File: src/rtl/axil2lb_pkg.sv
// Shared response codes and FSM state types for the AXI4-Lite to local-bus bridge.
package axil2lb_pkg;

  localparam logic [1:0] RESP_OKAY   = 2'b00;
  localparam logic [1:0] RESP_SLVERR = 2'b10;

  typedef enum logic [1:0] {
    W_IDLE = 2'd0,
    W_BUS  = 2'd1,
    W_RESP = 2'd2
  } wr_state_e;

  typedef enum logic [1:0] {
    R_IDLE = 2'd0,
    R_BUS  = 2'd1,
    R_RESP = 2'd2
  } rd_state_e;

endpackage

File: src/rtl/axil2lb_bridge.sv
// AXI4-Lite slave to local-bus master bridge; independent read and write FSMs,
// one outstanding transaction per direction.
// Optional local-bus wait timeout: define AXIL2LB_TIMEOUT_EN.
module axil2lb_bridge
  import axil2lb_pkg::*;
#(
  parameter int unsigned ADDR_W      = 32,
  parameter int unsigned DATA_W      = 32,
  parameter int unsigned STRB_W      = DATA_W / 8,
  parameter int unsigned TIMEOUT_CYC = 255
) (
  input  logic              clk,
  input  logic              rst,
  input  logic [ADDR_W-1:0] s_axi_awaddr,
  input  logic              s_axi_awvalid,
  output logic              s_axi_awready,
  input  logic [DATA_W-1:0] s_axi_wdata,
  input  logic [STRB_W-1:0] s_axi_wstrb,
  input  logic              s_axi_wvalid,
  output logic              s_axi_wready,
  output logic [1:0]        s_axi_bresp,
  output logic              s_axi_bvalid,
  input  logic              s_axi_bready,
  input  logic [ADDR_W-1:0] s_axi_araddr,
  input  logic              s_axi_arvalid,
  output logic              s_axi_arready,
  output logic [DATA_W-1:0] s_axi_rdata,
  output logic [1:0]        s_axi_rresp,
  output logic              s_axi_rvalid,
  input  logic              s_axi_rready,
  output logic [ADDR_W-1:0] lb_waddr,
  output logic [DATA_W-1:0] lb_wdata,
  output logic [STRB_W-1:0] lb_wstrb,
  output logic              lb_wen,
  input  logic              lb_wready,
  output logic [ADDR_W-1:0] lb_raddr,
  output logic              lb_ren,
  input  logic [DATA_W-1:0] lb_rdata,
  input  logic              lb_rvalid
);

  wr_state_e         wr_state, wr_state_n;
  rd_state_e         rd_state, rd_state_n;
  logic              aw_held, aw_held_n, w_held, w_held_n;
  logic [ADDR_W-1:0] waddr_n, raddr_n;
  logic [DATA_W-1:0] wdata_n, rdata_n;
  logic [STRB_W-1:0] wstrb_n;
  logic              wen_n, ren_n;
  logic              awready_n, wready_n, arready_n;
  logic              bvalid_n, rvalid_n;
  logic [1:0]        bresp_n, rresp_n;
  logic              wr_tmo_c, rd_tmo_c;

`ifdef AXIL2LB_TIMEOUT_EN
  localparam int unsigned TMO_RAW_W = $clog2(TIMEOUT_CYC + 1);
  localparam int unsigned TMO_W     = (TMO_RAW_W < 8) ? 8 : ((TMO_RAW_W > 16) ? 16 : TMO_RAW_W);
  logic [TMO_W-1:0] wr_cnt, rd_cnt;

  // Count cycles spent waiting on the local bus; cleared outside the bus states
  always_ff @(posedge clk) begin
    if (rst || wr_state != W_BUS) wr_cnt <= '0;
    else                          wr_cnt <= wr_cnt + TMO_W'(1);
    if (rst || rd_state != R_BUS) rd_cnt <= '0;
    else                          rd_cnt <= rd_cnt + TMO_W'(1);
  end

  assign wr_tmo_c = (wr_state == W_BUS) && (wr_cnt == TMO_W'(TIMEOUT_CYC - 1));
  assign rd_tmo_c = (rd_state == R_BUS) && (rd_cnt == TMO_W'(TIMEOUT_CYC - 1));
`else
  assign wr_tmo_c = 1'b0;
  assign rd_tmo_c = 1'b0;
`endif

  // Write path next state: collect AW and W in any order, issue one local write, respond
  always_comb begin
    wr_state_n = wr_state;
    aw_held_n  = aw_held;
    w_held_n   = w_held;
    waddr_n    = lb_waddr;
    wdata_n    = lb_wdata;
    wstrb_n    = lb_wstrb;
    wen_n      = lb_wen;
    awready_n  = s_axi_awready;
    wready_n   = s_axi_wready;
    bvalid_n   = s_axi_bvalid;
    bresp_n    = s_axi_bresp;
    case (wr_state)
      W_IDLE: begin
        if (s_axi_awvalid && s_axi_awready) begin
          aw_held_n = 1'b1;
          waddr_n   = s_axi_awaddr;
        end
        if (s_axi_wvalid && s_axi_wready) begin
          w_held_n = 1'b1;
          wdata_n  = s_axi_wdata;
          wstrb_n  = s_axi_wstrb;
        end
        if (aw_held_n && w_held_n) begin
          wr_state_n = W_BUS;
          wen_n      = 1'b1;
          aw_held_n  = 1'b0;
          w_held_n   = 1'b0;
        end
        awready_n = (wr_state_n == W_IDLE) && !aw_held_n;
        wready_n  = (wr_state_n == W_IDLE) && !w_held_n;
      end
      W_BUS: begin
        if ((lb_wen && lb_wready) || wr_tmo_c) begin
          wr_state_n = W_RESP;
          wen_n      = 1'b0;
          bvalid_n   = 1'b1;
          bresp_n    = (lb_wen && lb_wready) ? RESP_OKAY : RESP_SLVERR;
        end
      end
      W_RESP: begin
        if (s_axi_bvalid && s_axi_bready) begin
          wr_state_n = W_IDLE;
          bvalid_n   = 1'b0;
          bresp_n    = RESP_OKAY;
          awready_n  = 1'b1;
          wready_n   = 1'b1;
        end
      end
      default: wr_state_n = W_IDLE;
    endcase
  end

  // Read path next state: accept AR, hold lb_ren until data returns, respond
  always_comb begin
    rd_state_n = rd_state;
    raddr_n    = lb_raddr;
    ren_n      = lb_ren;
    arready_n  = s_axi_arready;
    rvalid_n   = s_axi_rvalid;
    rresp_n    = s_axi_rresp;
    rdata_n    = s_axi_rdata;
    case (rd_state)
      R_IDLE: begin
        arready_n = 1'b1;
        if (s_axi_arvalid && s_axi_arready) begin
          rd_state_n = R_BUS;
          raddr_n    = s_axi_araddr;
          ren_n      = 1'b1;
          arready_n  = 1'b0;
        end
      end
      R_BUS: begin
        if (lb_ren && lb_rvalid) begin
          rd_state_n = R_RESP;
          rdata_n    = lb_rdata;
          ren_n      = 1'b0;
          rvalid_n   = 1'b1;
          rresp_n    = RESP_OKAY;
        end else if (rd_tmo_c) begin
          rd_state_n = R_RESP;
          rdata_n    = '0;
          ren_n      = 1'b0;
          rvalid_n   = 1'b1;
          rresp_n    = RESP_SLVERR;
        end
      end
      R_RESP: begin
        if (s_axi_rvalid && s_axi_rready) begin
          rd_state_n = R_IDLE;
          rvalid_n   = 1'b0;
          rresp_n    = RESP_OKAY;
          rdata_n    = '0;
          arready_n  = 1'b1;
        end
      end
      default: rd_state_n = R_IDLE;
    endcase
  end

  // Register all state and outputs; reset abandons anything in flight
  always_ff @(posedge clk) begin
    if (rst) begin
      wr_state      <= W_IDLE;
      rd_state      <= R_IDLE;
      aw_held       <= 1'b0;
      w_held        <= 1'b0;
      lb_waddr      <= '0;
      lb_wdata      <= '0;
      lb_wstrb      <= '0;
      lb_wen        <= 1'b0;
      lb_raddr      <= '0;
      lb_ren        <= 1'b0;
      s_axi_awready <= 1'b0;
      s_axi_wready  <= 1'b0;
      s_axi_arready <= 1'b0;
      s_axi_bvalid  <= 1'b0;
      s_axi_bresp   <= RESP_OKAY;
      s_axi_rvalid  <= 1'b0;
      s_axi_rresp   <= RESP_OKAY;
      s_axi_rdata   <= '0;
    end else begin
      wr_state      <= wr_state_n;
      rd_state      <= rd_state_n;
      aw_held       <= aw_held_n;
      w_held        <= w_held_n;
      lb_waddr      <= waddr_n;
      lb_wdata      <= wdata_n;
      lb_wstrb      <= wstrb_n;
      lb_wen        <= wen_n;
      lb_raddr      <= raddr_n;
      lb_ren        <= ren_n;
      s_axi_awready <= awready_n;
      s_axi_wready  <= wready_n;
      s_axi_arready <= arready_n;
      s_axi_bvalid  <= bvalid_n;
      s_axi_bresp   <= bresp_n;
      s_axi_rvalid  <= rvalid_n;
      s_axi_rresp   <= rresp_n;
      s_axi_rdata   <= rdata_n;
    end
  end

endmodule

File: config.mk
export PLATFORM = sky130hd
export DESIGN_NAME = axil2lb_bridge
export DESIGN_NICKNAME = d
export VERILOG_FILES = /design/src/rtl/axil2lb_pkg.sv /design/src/rtl/axil2lb_bridge.sv
export SDC_FILE = /design/constraint.sdc
export NUM_CORES = 1
export LEC_CHECK = 0
export CAP_MARGIN = 20
export CORE_MARGIN = 2
export CORE_UTILIZATION = 40
export DETAILED_ROUTE_END_ITERATION = 8
export PLACE_DENSITY = 0.83
export SYNTH_ARGS = -nofsm -noshare
export SYNTH_HDL_FRONTEND = slang
export SYNTH_SLANG_ARGS = --single-unit
File: constraint.sdc
create_clock -name clk -period 1.6 [get_ports clk]
set_input_delay 0.48 -clock clk [delete_from_list [all_inputs] [get_ports clk]]
set_output_delay 0.48 -clock clk [all_outputs]
set_load 0.01 [all_outputs]
After elaboration in Yosys (flattened, before gate mapping)

Cells that the tools add are included.

Eq/ne operators: 10
Muxes and demuxes: 42
Reductions and logical operators: 32

Operator list:

| cell                                           | count |
|---|---|
| 2-to-1 mux 32 bit                              | 2 |
| case mux 32 bit (2 select lines)               | 1 |
| 2-to-1 mux 1 bit                               | 19 |
| 2-to-1 mux 2 bit                               | 9 |
| AND reduction 3 bit                            | 5 |
| case mux 1 bit (2 select lines)                | 7 |
| != test 2 bit (second input constant)          | 6 |
| case mux 2 bit (3 select lines)                | 2 |
| AND reduction 2 bit                            | 6 |
| nonzero test 2 bit                             | 6 |
| logical AND 1 bit                              | 10 |
| case mux 2 bit (2 select lines)                | 2 |
| zero test 2 bit                                | 3 |
| == test 2 x 1 -> 1 bit (second input constant) | 2 |
| == test 2 bit (second input constant)          | 2 |
| zero test 1 bit                                | 2 |

Bits in registers: 149
Logic and storage cells: 102

Logic depth before layout (Yosys ltp)

Depth after elaboration: 9
Depth in mapped cells: 6

Worst setup path after synthesis

OpenSTA, ideal clock, no wires.

Path kind: input to register
Start: input rst
End: register lb_wdata[10]
Setup time: 0.137 ns
Arrival time: 1.185 ns
Slack: 0.279 ns
Cell stages on the path: 4
Path through: buf_2 > buf_2 > clkbuf_1 > a21oi_1

RTL lines:

| what                 | RTL line              | RTL |
|---|---|---|
| from (decl)          | axil2lb_bridge.sv:13  | `input logic rst,` |
| to (signal assigned) | axil2lb_bridge.sv:202 | `lb_wdata <= wdata_n;` |
| to (decl)            | axil2lb_bridge.sv:32  | `output logic [DATA_W-1:0] lb_wdata,` |

No word-level cell between the ends.

Worst setup path in the final report

Start: register s_axi_awready
End: output s_axi_awready

RTL lines:

| what                   | RTL line              | RTL |
|---|---|---|
| from (decl)            | axil2lb_bridge.sv:16  | `output logic s_axi_awready,` |
| from (signal assigned) | axil2lb_bridge.sv:207 | `s_axi_awready <= awready_n;` |

No word-level cell between the ends.

==> summary.md <==
| Metric | Value |
|---|---|
| Outcome | `completed` |
| Top FF cell, synth | `dfxtp_1` |
| DRC Markers | `0` |
| Post-synth EDFFs | `0` |
| Synthesis-to-finish area growth | `60.4%` |
| TritonCTS clock tree | `done` |
| Synth Area in XOR/XNOR | `0%` |
| Die area | `14700 um^2` |
| Total setup buffers inserted after CTS | `0` |
| Max-cap violations | `0` |
| Register area share after synthesis | `52.8%` |
| Io pins | `284` |
| DP Cell Count | `1075` |
| Routed wl met3 | `1720 um` |
| Num Clock Sinks | `145` |
| Worst-path fanout max | `5` |
| Row Count | `42` |
| Main combinational cell family by area after synthesis | `simple AND/OR/NAND/NOR gates` |
| Yosys top cell area share | `52.8%` |
| Post-DP HPWL | `11900 um` |
| Max Fclk | `0.637 GHz` |
| Initial DRC count | `345` |
| Root Buffer | `clkbuf_16` |
| CTS max path bufs | `2` |
| Synthesized area | `5500 um^2` |
| TritonCTS Buffers | `17` |
| Fraction of registers with async set/reset | `0%` |
| Final #Nets | `1059` |
| Hold slack | `0.379 ns` |
| WL met2 | `8110 um` |
| Crit path time final | `1.57 ns` |
| Share of post-route cells with drive strength above 1 | `8.29%` |
| Mux contribution to synthesized area | `0%` |
| Endpoint type of the worst setup path | `output port` |
| Buf/Inv on CP | `1` |
| Drt wl/cell | `15.0 um` |
| DRT Wirelength | `16600 um` |
| Leak | `3.92 nW` |
| Initial Utilization | `41.2%` |
| Post-Synthesis Cells | `650` |
| Global-route wire length before repair | `26100 um` |
| Clock transition at the registers of the reported paths | `0.06 ns` |
| Cts hold-fix bufs | `0` |
| Yosys reg bits | `145` |
| Post-Layout Cell Count | `1105` |
| Pin count of the biggest net entering global routing | `56` |
| CP peak stage delay | `0.42 ns` |
| Count leader, synth | `nand2_1` |
| Crit path cell chain | `clkdlybuf4s15_2` |
| Tcrit/Tclk final | `98.2%` |
| Hold Crit Class | `in -> reg` |
| Setup Viol. Count Final | `0` |
| Post-route ant nets | `0` |
| Pwr dens | `1030 nW/um^2` |
| RSZ-0062 raised after global routing | `no` |
| Worst VDD drop | `0.847 mV` |
| GRT overflow | `0` |
| Buffers on Ports | `279` |
| Initial DRT Pass Iterations | `5` |
| H-tree depth reported by CTS | `4` |
| Synth Area per Inst | `8.46 um^2` |
| CP top delay family | `flip-flops` |
| Initial antenna violation count | `0` |
| Netlist cell types | `31` |
| DR top layer | `met4` |
| Critical Path AT | `1.09 ns` |
| Wl on met1 | `6380 um` |
| Worst path required time | `1.12 ns` |
| Routability cong. | `0.765` |
| Core Area | `13300 um^2` |
| Diodes inserted | `0` |
| Compound-Gate Fraction of Synth Area | `18.1%` |
| Post-synthesis adder-cell area fraction | `0%` |
| Worst skew pair latency | `0.41 ns` |
| Filler cells | `1153` |
| Vias per inst | `4.90` |
| Die H | `121 um` |
| Synth Warn # | `0` |
| Crit path kind | `reg -> out` |
| Largest area contributor in the netlist | `dfxtp_1` |
| GRT Resource Usage Total | `22.5%` |
| Vias | `5411` |
| Slew Limit Fails | `0` |
| Vias in the first global route | `5337` |
| Final Hold Vio Count | `0` |
| Top cells by area, synth | `dfxtp_1, nand2_1, a21oi_1` |
| CP startpoint kind | `flop` |
| Post-CTS sizing | `144` |
| Post-synthesis simple-gate area fraction | `19.5%` |
| CP max-delay cell | `dfxtp_1` |
| Clock skew | `0.00610 ns` |
| Total chip power | `9.12 mW` |
| Top post-synthesis cells by count | `nand2_1, dfxtp_1, a21oi_1` |
| Chip width | `121 um` |
final timing paths:
path / start / to / slack (ns) / depth (start not counted)
max: s_axi_awready / s_axi_awready / 0.03 / 1
min: rst / wr_state[0] / 0.38 / 2
max reg2reg: wr_state[1] / lb_wdata[7] / 0.26 / 4
min reg2reg: lb_waddr[30] / lb_waddr[30] / 0.45 / 2
routing by layer:
metal  track usage [%]  up-vias
li1                  -     2678
met1              24.0     2458
met2              39.3      244
met3              10.3       31
met4              8.05        0
met5                 0        -
registers in the layout, indices dropped and copies added (netlist names), 2 cells and up:
register,cells
lb_wstrb,4
wr_state,2
s_axi_rdata,32
lb_wdata,32
rd_state,2
lb_waddr,32
lb_raddr,32
placed cells by master (no fill, tap or decap), drive strengths merged, types with 2 or more instances in the layout:
cell | synthesis | final
inv | 35 | 35
clkbuf | 13 | 21
o21ai | 2 | 2
clkdlybuf4s15 | 0 | 3
conb | 1 | 4
dfxtp | 145 | 145
nand4bb | 3 | 3
clkinv | 0 | 5
nand3b | 3 | 3
o21a | 5 | 5
and4bb | 2 | 2
nor2 | 3 | 3
clkinvlp | 0 | 3
clkdlybuf4s50 | 0 | 139
a21o | 2 | 2
dlygate4sd2 | 0 | 135
nand3 | 3 | 3
a21oi | 111 | 111
bufinv | 0 | 2
buf | 44 | 25
nand2 | 237 | 237
o32ai | 32 | 32
logic make-up (layout without fill, tap and decap cells):
logic type	Yosys count	after routing
simple gates	257	257
compound gates	155	155
flops	145	145
buf+inv	92	368
other cells	1	4
worst register-to-register path, delay by kind of cell, from the launching register on:
kind,cells,cell delay [ns]
flip-flops,1,0.41
buffers and inverters,1,0.26
AO/OA/AOI/OAI,1,0.12
AND/OR/NAND/NOR,2,0.49
stage by stage:
step | worst slack (ns) | util [%] | area [um^2] | TNS, ns
2_1_floorplan | 0.279 | - | 5510 | 0
3_3_place_gp | -0.237 | 63.1 | 8420 | -18.32
3_5_place_dp | -0.309 | 63.1 | 8420 | -23.40
4_1_cts | 0.0135 | 66.1 | 8830 | 0
5_1_grt | 0.000848 | 66.1 | 8830 | 0
6_report | 0.0292 | 66.1 | 8830 | 0
report_power, final:
group	internal, mW	switching (mW)
Combinational	0.715	0.635
Sequential	3.80	0.0997
Clock	2.39	1.49
cell type report:
class | count | area [um^2] | area share [%]
clock buffers | 20 | 467 | 5.29
repair buffers | 303 | 2900 | 32.8
clock inverters | 10 | 111 | 1.26
well taps | 176 | 220 | 2.50
inverters | 35 | 131 | 1.49
flip-flops and latches | 145 | 2910 | 32.9
multi-input cells | 416 | 2090 | 23.7
Power figures use the tool's default switching activity.
